===== src/rtl/sh_pkt_tx.sv =====
// sh_pkt_tx: frames a packet as preamble marker pulses followed by NRZ data slots, MSB first.
// Define SH_PKT_TX_PARITY_EN to append an even-parity slot after the last data slot.
`timescale 1ns/1ps
module sh_pkt_tx #(
    parameter int SLOT_CYCLES   = 10000,
    parameter int PULSE_WIDTH   = 10,
    parameter int PREAMBLE_SIZE = 8,
    parameter int PACKET_SIZE   = 64,
    parameter int GUARD_CYCLES  = 5000
) (
    input  logic                   clk,
    input  logic                   rst,
    input  logic                   tx_en,
    input  logic [PACKET_SIZE-1:0] pkt_data,
    input  logic                   pkt_valid,
    output logic                   pkt_ready,
    output logic                   tx_out,
    output logic                   tx_rdy,
    output logic                   busy,
    output logic                   done,
    output logic                   abort
);

    localparam int CNT_W   = $clog2(SLOT_CYCLES);
    localparam int IDX_MAX = (PREAMBLE_SIZE > PACKET_SIZE) ? PREAMBLE_SIZE : PACKET_SIZE;
    localparam int IDX_W   = $clog2(IDX_MAX + 1);
    localparam int GRD_W   = $clog2(GUARD_CYCLES + 1);

    localparam logic [CNT_W-1:0] SLOT_LAST = CNT_W'(SLOT_CYCLES - 1);
    localparam logic [CNT_W-1:0] PULSE_END = CNT_W'(PULSE_WIDTH);
    localparam logic [IDX_W-1:0] PRE_LAST  = IDX_W'(PREAMBLE_SIZE - 1);
    localparam logic [IDX_W-1:0] PKT_LAST  = IDX_W'(PACKET_SIZE - 1);
    localparam logic [GRD_W-1:0] GRD_LAST  = GRD_W'(GUARD_CYCLES - 1);

    localparam logic [2:0] S_IDLE     = 3'd0;
    localparam logic [2:0] S_PREAMBLE = 3'd1;
    localparam logic [2:0] S_DATA     = 3'd2;
    localparam logic [2:0] S_GUARD    = 3'd3;
`ifdef SH_PKT_TX_PARITY_EN
    localparam logic [2:0] S_PARITY   = 3'd4;
`endif

    logic [2:0]             state, state_n;
    logic [CNT_W-1:0]       slot_cnt, slot_cnt_n;
    logic [IDX_W-1:0]       slot_idx, slot_idx_n;
    logic [GRD_W-1:0]       guard_cnt, guard_cnt_n;
    logic [PACKET_SIZE-1:0] shreg, shreg_n;
    logic                   done_n, abort_n, tx_out_n;
    logic                   slot_wrap, in_frame;
`ifdef SH_PKT_TX_PARITY_EN
    logic                   parity, parity_n;
`endif

    assign pkt_ready = (state == S_IDLE) && tx_en && rst;
    assign slot_wrap = (slot_cnt == SLOT_LAST);
`ifdef SH_PKT_TX_PARITY_EN
    assign in_frame  = (state == S_PREAMBLE) || (state == S_DATA) || (state == S_PARITY);
`else
    assign in_frame  = (state == S_PREAMBLE) || (state == S_DATA);
`endif

    // Dropping tx_en mid-frame discards the payload and goes straight to the guard gap.
    always_comb begin
        state_n     = state;
        slot_cnt_n  = slot_cnt;
        slot_idx_n  = slot_idx;
        guard_cnt_n = guard_cnt;
        shreg_n     = shreg;
        done_n      = 1'b0;
        abort_n     = 1'b0;
`ifdef SH_PKT_TX_PARITY_EN
        parity_n    = parity;
`endif
        if (in_frame && !tx_en) begin
            state_n     = S_GUARD;
            slot_cnt_n  = '0;
            slot_idx_n  = '0;
            guard_cnt_n = '0;
            shreg_n     = '0;
            abort_n     = 1'b1;
        end else begin
            case (state)
                S_IDLE: begin
                    if (pkt_valid && pkt_ready) begin
                        shreg_n    = pkt_data;
                        slot_cnt_n = '0;
                        slot_idx_n = '0;
                        state_n    = S_PREAMBLE;
`ifdef SH_PKT_TX_PARITY_EN
                        parity_n   = ^pkt_data;
`endif
                    end
                end
                S_PREAMBLE: begin
                    slot_cnt_n = slot_wrap ? '0 : slot_cnt + CNT_W'(1);
                    if (slot_wrap) begin
                        if (slot_idx == PRE_LAST) begin
                            state_n    = S_DATA;
                            slot_idx_n = '0;
                        end else begin
                            slot_idx_n = slot_idx + IDX_W'(1);
                        end
                    end
                end
                S_DATA: begin
                    slot_cnt_n = slot_wrap ? '0 : slot_cnt + CNT_W'(1);
                    if (slot_wrap) begin
                        shreg_n = shreg << 1;
                        if (slot_idx == PKT_LAST) begin
                            slot_idx_n = '0;
`ifdef SH_PKT_TX_PARITY_EN
                            state_n     = S_PARITY;
`else
                            state_n     = S_GUARD;
                            guard_cnt_n = '0;
                            done_n      = 1'b1;
`endif
                        end else begin
                            slot_idx_n = slot_idx + IDX_W'(1);
                        end
                    end
                end
`ifdef SH_PKT_TX_PARITY_EN
                S_PARITY: begin
                    slot_cnt_n = slot_wrap ? '0 : slot_cnt + CNT_W'(1);
                    if (slot_wrap) begin
                        state_n     = S_GUARD;
                        guard_cnt_n = '0;
                        done_n      = 1'b1;
                    end
                end
`endif
                S_GUARD: begin
                    if (guard_cnt == GRD_LAST) begin
                        state_n     = S_IDLE;
                        guard_cnt_n = '0;
                    end else begin
                        guard_cnt_n = guard_cnt + GRD_W'(1);
                    end
                end
                default: begin
                    state_n = S_IDLE;
                end
            endcase
        end
    end

    // Line level is derived from the next state so the registered output lines up with slot_cnt.
    always_comb begin
        tx_out_n = 1'b0;
        case (state_n)
            S_PREAMBLE: tx_out_n = (slot_cnt_n < PULSE_END);
            S_DATA:     tx_out_n = shreg_n[PACKET_SIZE-1];
`ifdef SH_PKT_TX_PARITY_EN
            S_PARITY:   tx_out_n = parity_n;
`endif
            default:    tx_out_n = 1'b0;
        endcase
    end

    always_ff @(posedge clk) begin
        if (!rst) begin
            state     <= S_IDLE;
            slot_cnt  <= '0;
            slot_idx  <= '0;
            guard_cnt <= '0;
            shreg     <= '0;
            tx_out    <= 1'b0;
            tx_rdy    <= 1'b0;
            busy      <= 1'b0;
            done      <= 1'b0;
            abort     <= 1'b0;
`ifdef SH_PKT_TX_PARITY_EN
            parity    <= 1'b0;
`endif
        end else begin
            state     <= state_n;
            slot_cnt  <= slot_cnt_n;
            slot_idx  <= slot_idx_n;
            guard_cnt <= guard_cnt_n;
            shreg     <= shreg_n;
            tx_out    <= tx_out_n;
`ifdef SH_PKT_TX_PARITY_EN
            tx_rdy    <= (state_n == S_PREAMBLE) || (state_n == S_DATA) || (state_n == S_PARITY);
            parity    <= parity_n;
`else
            tx_rdy    <= (state_n == S_PREAMBLE) || (state_n == S_DATA);
`endif
            busy      <= (state_n != S_IDLE);
            done      <= done_n;
            abort     <= abort_n;
        end
    end

endmodule


===== config.mk =====
export PLATFORM = sky130hd
export DESIGN_NAME = sh_pkt_tx
export DESIGN_NICKNAME = d
export VERILOG_FILES = /design/src/rtl/sh_pkt_tx.sv
export SDC_FILE = /design/constraint.sdc
export NUM_CORES = 1
export LEC_CHECK = 0
export BUFFER_PORTS_ARGS = -buffer_cell sky130_fd_sc_hd__buf_2
export CAP_MARGIN = 20
export CORE_MARGIN = 10
export CORE_UTILIZATION = 40
export CTS_CLUSTER_SIZE = 14
export DETAILED_ROUTE_END_ITERATION = 8
export HOLD_SLACK_MARGIN = 0.08
export SYNTH_ARGS = -nofsm -noshare
export SYNTH_HDL_FRONTEND = slang
export SYNTH_SLANG_ARGS = --single-unit

===== constraint.sdc =====
create_clock -name clk -period 3 [get_ports clk]
set_input_delay 0.3 -clock clk [delete_from_list [all_inputs] [get_ports clk]]
set_output_delay 0.3 -clock clk [all_outputs]
set_load 0.005 [all_outputs]

==> results.ini <==
[placement]
detailed_place_hpwl_um = 8190
gp_routability_congestion = 0.932
post-place-cells = 756
port_buffers = 73

[power_and_ir_drop]
vdd_drop_max_v = 0.000305
power_density_mw_per_mm2 = 514
leakagePower_nw = 1.90
p_total_mw = 2.83

[sta]
slew_viol_final = 0
finalClockSkew_ns = 0.0105
hold_viol = 0
rsz0062_at_grt = false
tns_ns = 0
timing.final.crit_share_pct = 87.9
slew-limit-headroom_pct = 40.3
holdWs_ns = 0.206
fin_crit_ns = 2.64
setup_viol_count_final = 0
max_freq_ghz = 0.379
worst_pin_slew_ns = 0.893

[die]
die_h_um = 128
fp.dieW_um = 128
start_util_pct = 40.9
io_pins = 74
core_mm2 = 0.0114
dieArea_mm2 = 0.0164
num_rows = 39

[synthesis]
synth_top_area_share_pct = 45.4
ys_seq_area_share_pct = 45.4
ys_types = 54
syn_area_mm2 = 0.00467
synth_cells = 564
synth-seq-cells = 106
synth_area_leaders = dfxtp_1 45%, a22oi_1 11%, a21oi_1 8.6%, nand2_1 7.7%, nor2_1 3.6%
syn_nets = 635
synth_edf_count = 0
syn_avg_cell_area_um2 = 8.29
synth-async-reset-ratio_pct = 0
synth_warnings = 0
ys.flop_type = dfxtp_1
synth_top_area_cell = dfxtp_1

[grt]
antenna_found_initial = 0
gr-usage-met3_pct = 4.63
grt_max_degree = 66
grt_pass1_vias = 4169
top_usage_layer = met2
grt_pass1_wl_um = 19600
met1_usage_pct = 17.8
grtUsageTotal_pct = 14.0
gr-usage-met2_pct = 21.8
grt_overflow = 0

[final_layout]
final_util_pct = 48.2
syn_to_final_growth_pct = 17.8
drive_gt1_share_pct = 18.8
insertedDiodeCount = 0
nets = 695
final_cell_mix = 106 x dfxtp_1, 96 x nand2_1, 80 x a21oi_1, 73 x buf_2, 67 x a22oi_1
layout_commonest_cell = dfxtp_1
finalNonFillerCells = 772
fillCellCount = 1157

[critical_path]
required_ns = 3.26
start_kind = flop
rr_worst_depth = 7
crit_fanout = 14
worstSetupEndpointType = flop
crit_type = flop to flop
crit_arrival_ns = 2.90

[clocking]
cts_tree = yes
cts_buffers = 9
cts_resized = 0
cts_sinks = 106
htreeDepth = 3
postCtsHoldBufs = 0
clk_pin_slew_ns = 0.07
post_cts_buffers = 0
worstSkewPairLatency_ns = 0.34
cts-root-buf = clkbuf_16
cts_max_path_buffers = 2

[route]
antenna_left = 0
drt-initial-drc-count = 387
wirelength_um = 11900
wl_per_cell_um = 15.4
vias = 4279
drcViolationCount = 0
dr.pass1.iters = 5
vias_per_cell = 5.54

[worst_hold_path]
whs_path_depth = 3
hold_path.class = input port to flop

[run_status]
status = complete, no violations

[run]
drv_cap = 0

==> cells in the mapped netlist (3+ instances only) <==
library cell	instances
a21o_1	3
a21oi_1	80
a22oi_1	67
and2_1	3
and3_1	3
buf_2	8
clkbuf_1	26
dfxtp_1	106
ha_1	3
inv_1	4
nand2_1	96
nand2b_1	5
nand3_1	14
nand3b_1	3
nand4_1	8
nor2_1	45
nor3_1	9
nor4_1	5
o21ai_0	9
o21ai_1	3
or3_1	4
xnor2_1	8
xor2_1	10
==> worst max-delay path: stages (launching register included) <==
cell      delay [ns]
dfxtp_1         0.36
or4_4           0.57
or4_4           0.60
nand2_2         0.26
o21bai_1        0.13
a21oi_1         0.23
nand4_1         0.15
o32ai_2         0.26
==> cell families after synthesis <==
family,count (synthesis),share of synthesized area (%)
xor+xnor,18,3.37
fa+ha+maj,3,0.803
buf+inv,39,3.51
simple gates,217,22.1
other cells,1,0.0802
compound gates,180,24.7
flops,106,45.4
==> per-stage QoR <==
stage | instance area, um^2 | worst slack (ns)
global route | 5510 | 0.210
CTS | 5510 | 0.358
finish | 5510 | 0.363
global placement | 5200 | 0.430
floorplan | 4670 | 0.621
detailed placement | 5200 | 0.383
==> power by group <==
part | switching, mW | internal [mW] | leakage (nW) | total [mW]
Clock | 0.546 | 0.678 | 0.150 | 1.22
Combinational | 0.0919 | 0.0719 | 0.899 | 0.164
Sequential | 0.0149 | 1.43 | 0.856 | 1.44
Total | 0.653 | 2.18 | 1.90 | 2.83
==> flip-flops by register name, indices dropped and copies added (netlist names) <==
register / count
tx_rdy: 1
abort: 1
slot_idx: 7
guard_cnt: 13
shreg: 64
done: 1
tx_out: 1
state: 3
busy: 1
slot_cnt: 14
==> layer usage <==
| metal | wire, um | share of wire, % |
|---|---|---|
| met3 | 962 | 8.1 |
| met1 | 5360 | 45 |
| met4 | 142 | 1.2 |
| met5 | 0 | 0 |
| met2 | 5400 | 46 |
==> layout make-up <==
type | count | area, um^2 | share of cell area [%]
Multi-Input combinational cell | 419 | 2420 | 44.0
Sequential cell | 106 | 2120 | 38.5
Clock buffer | 10 | 239 | 4.34
Timing Repair Buffer | 84 | 460 | 8.36
Clock inverter | 6 | 68.8 | 1.25
Inverter | 4 | 15.0 | 0.273
Tap cell | 143 | 179 | 3.25
==> worst paths after layout <==
path / endpoint / slack [ns] / start
max: tx_out$_SDFF_PN0_ / 0.36 / slot_cnt[5]$_SDFF_PN0_
min: shreg[0]$_SDFFE_PP0P_ / 0.21 / pkt_data[0]
max reg2reg: tx_out$_SDFF_PN0_ / 0.36 / slot_cnt[5]$_SDFF_PN0_
min reg2reg: shreg[39]$_SDFFE_PP0P_ / 0.45 / shreg[39]$_SDFFE_PP0P_
No activity file was read; power rests on OpenSTA's default activity.
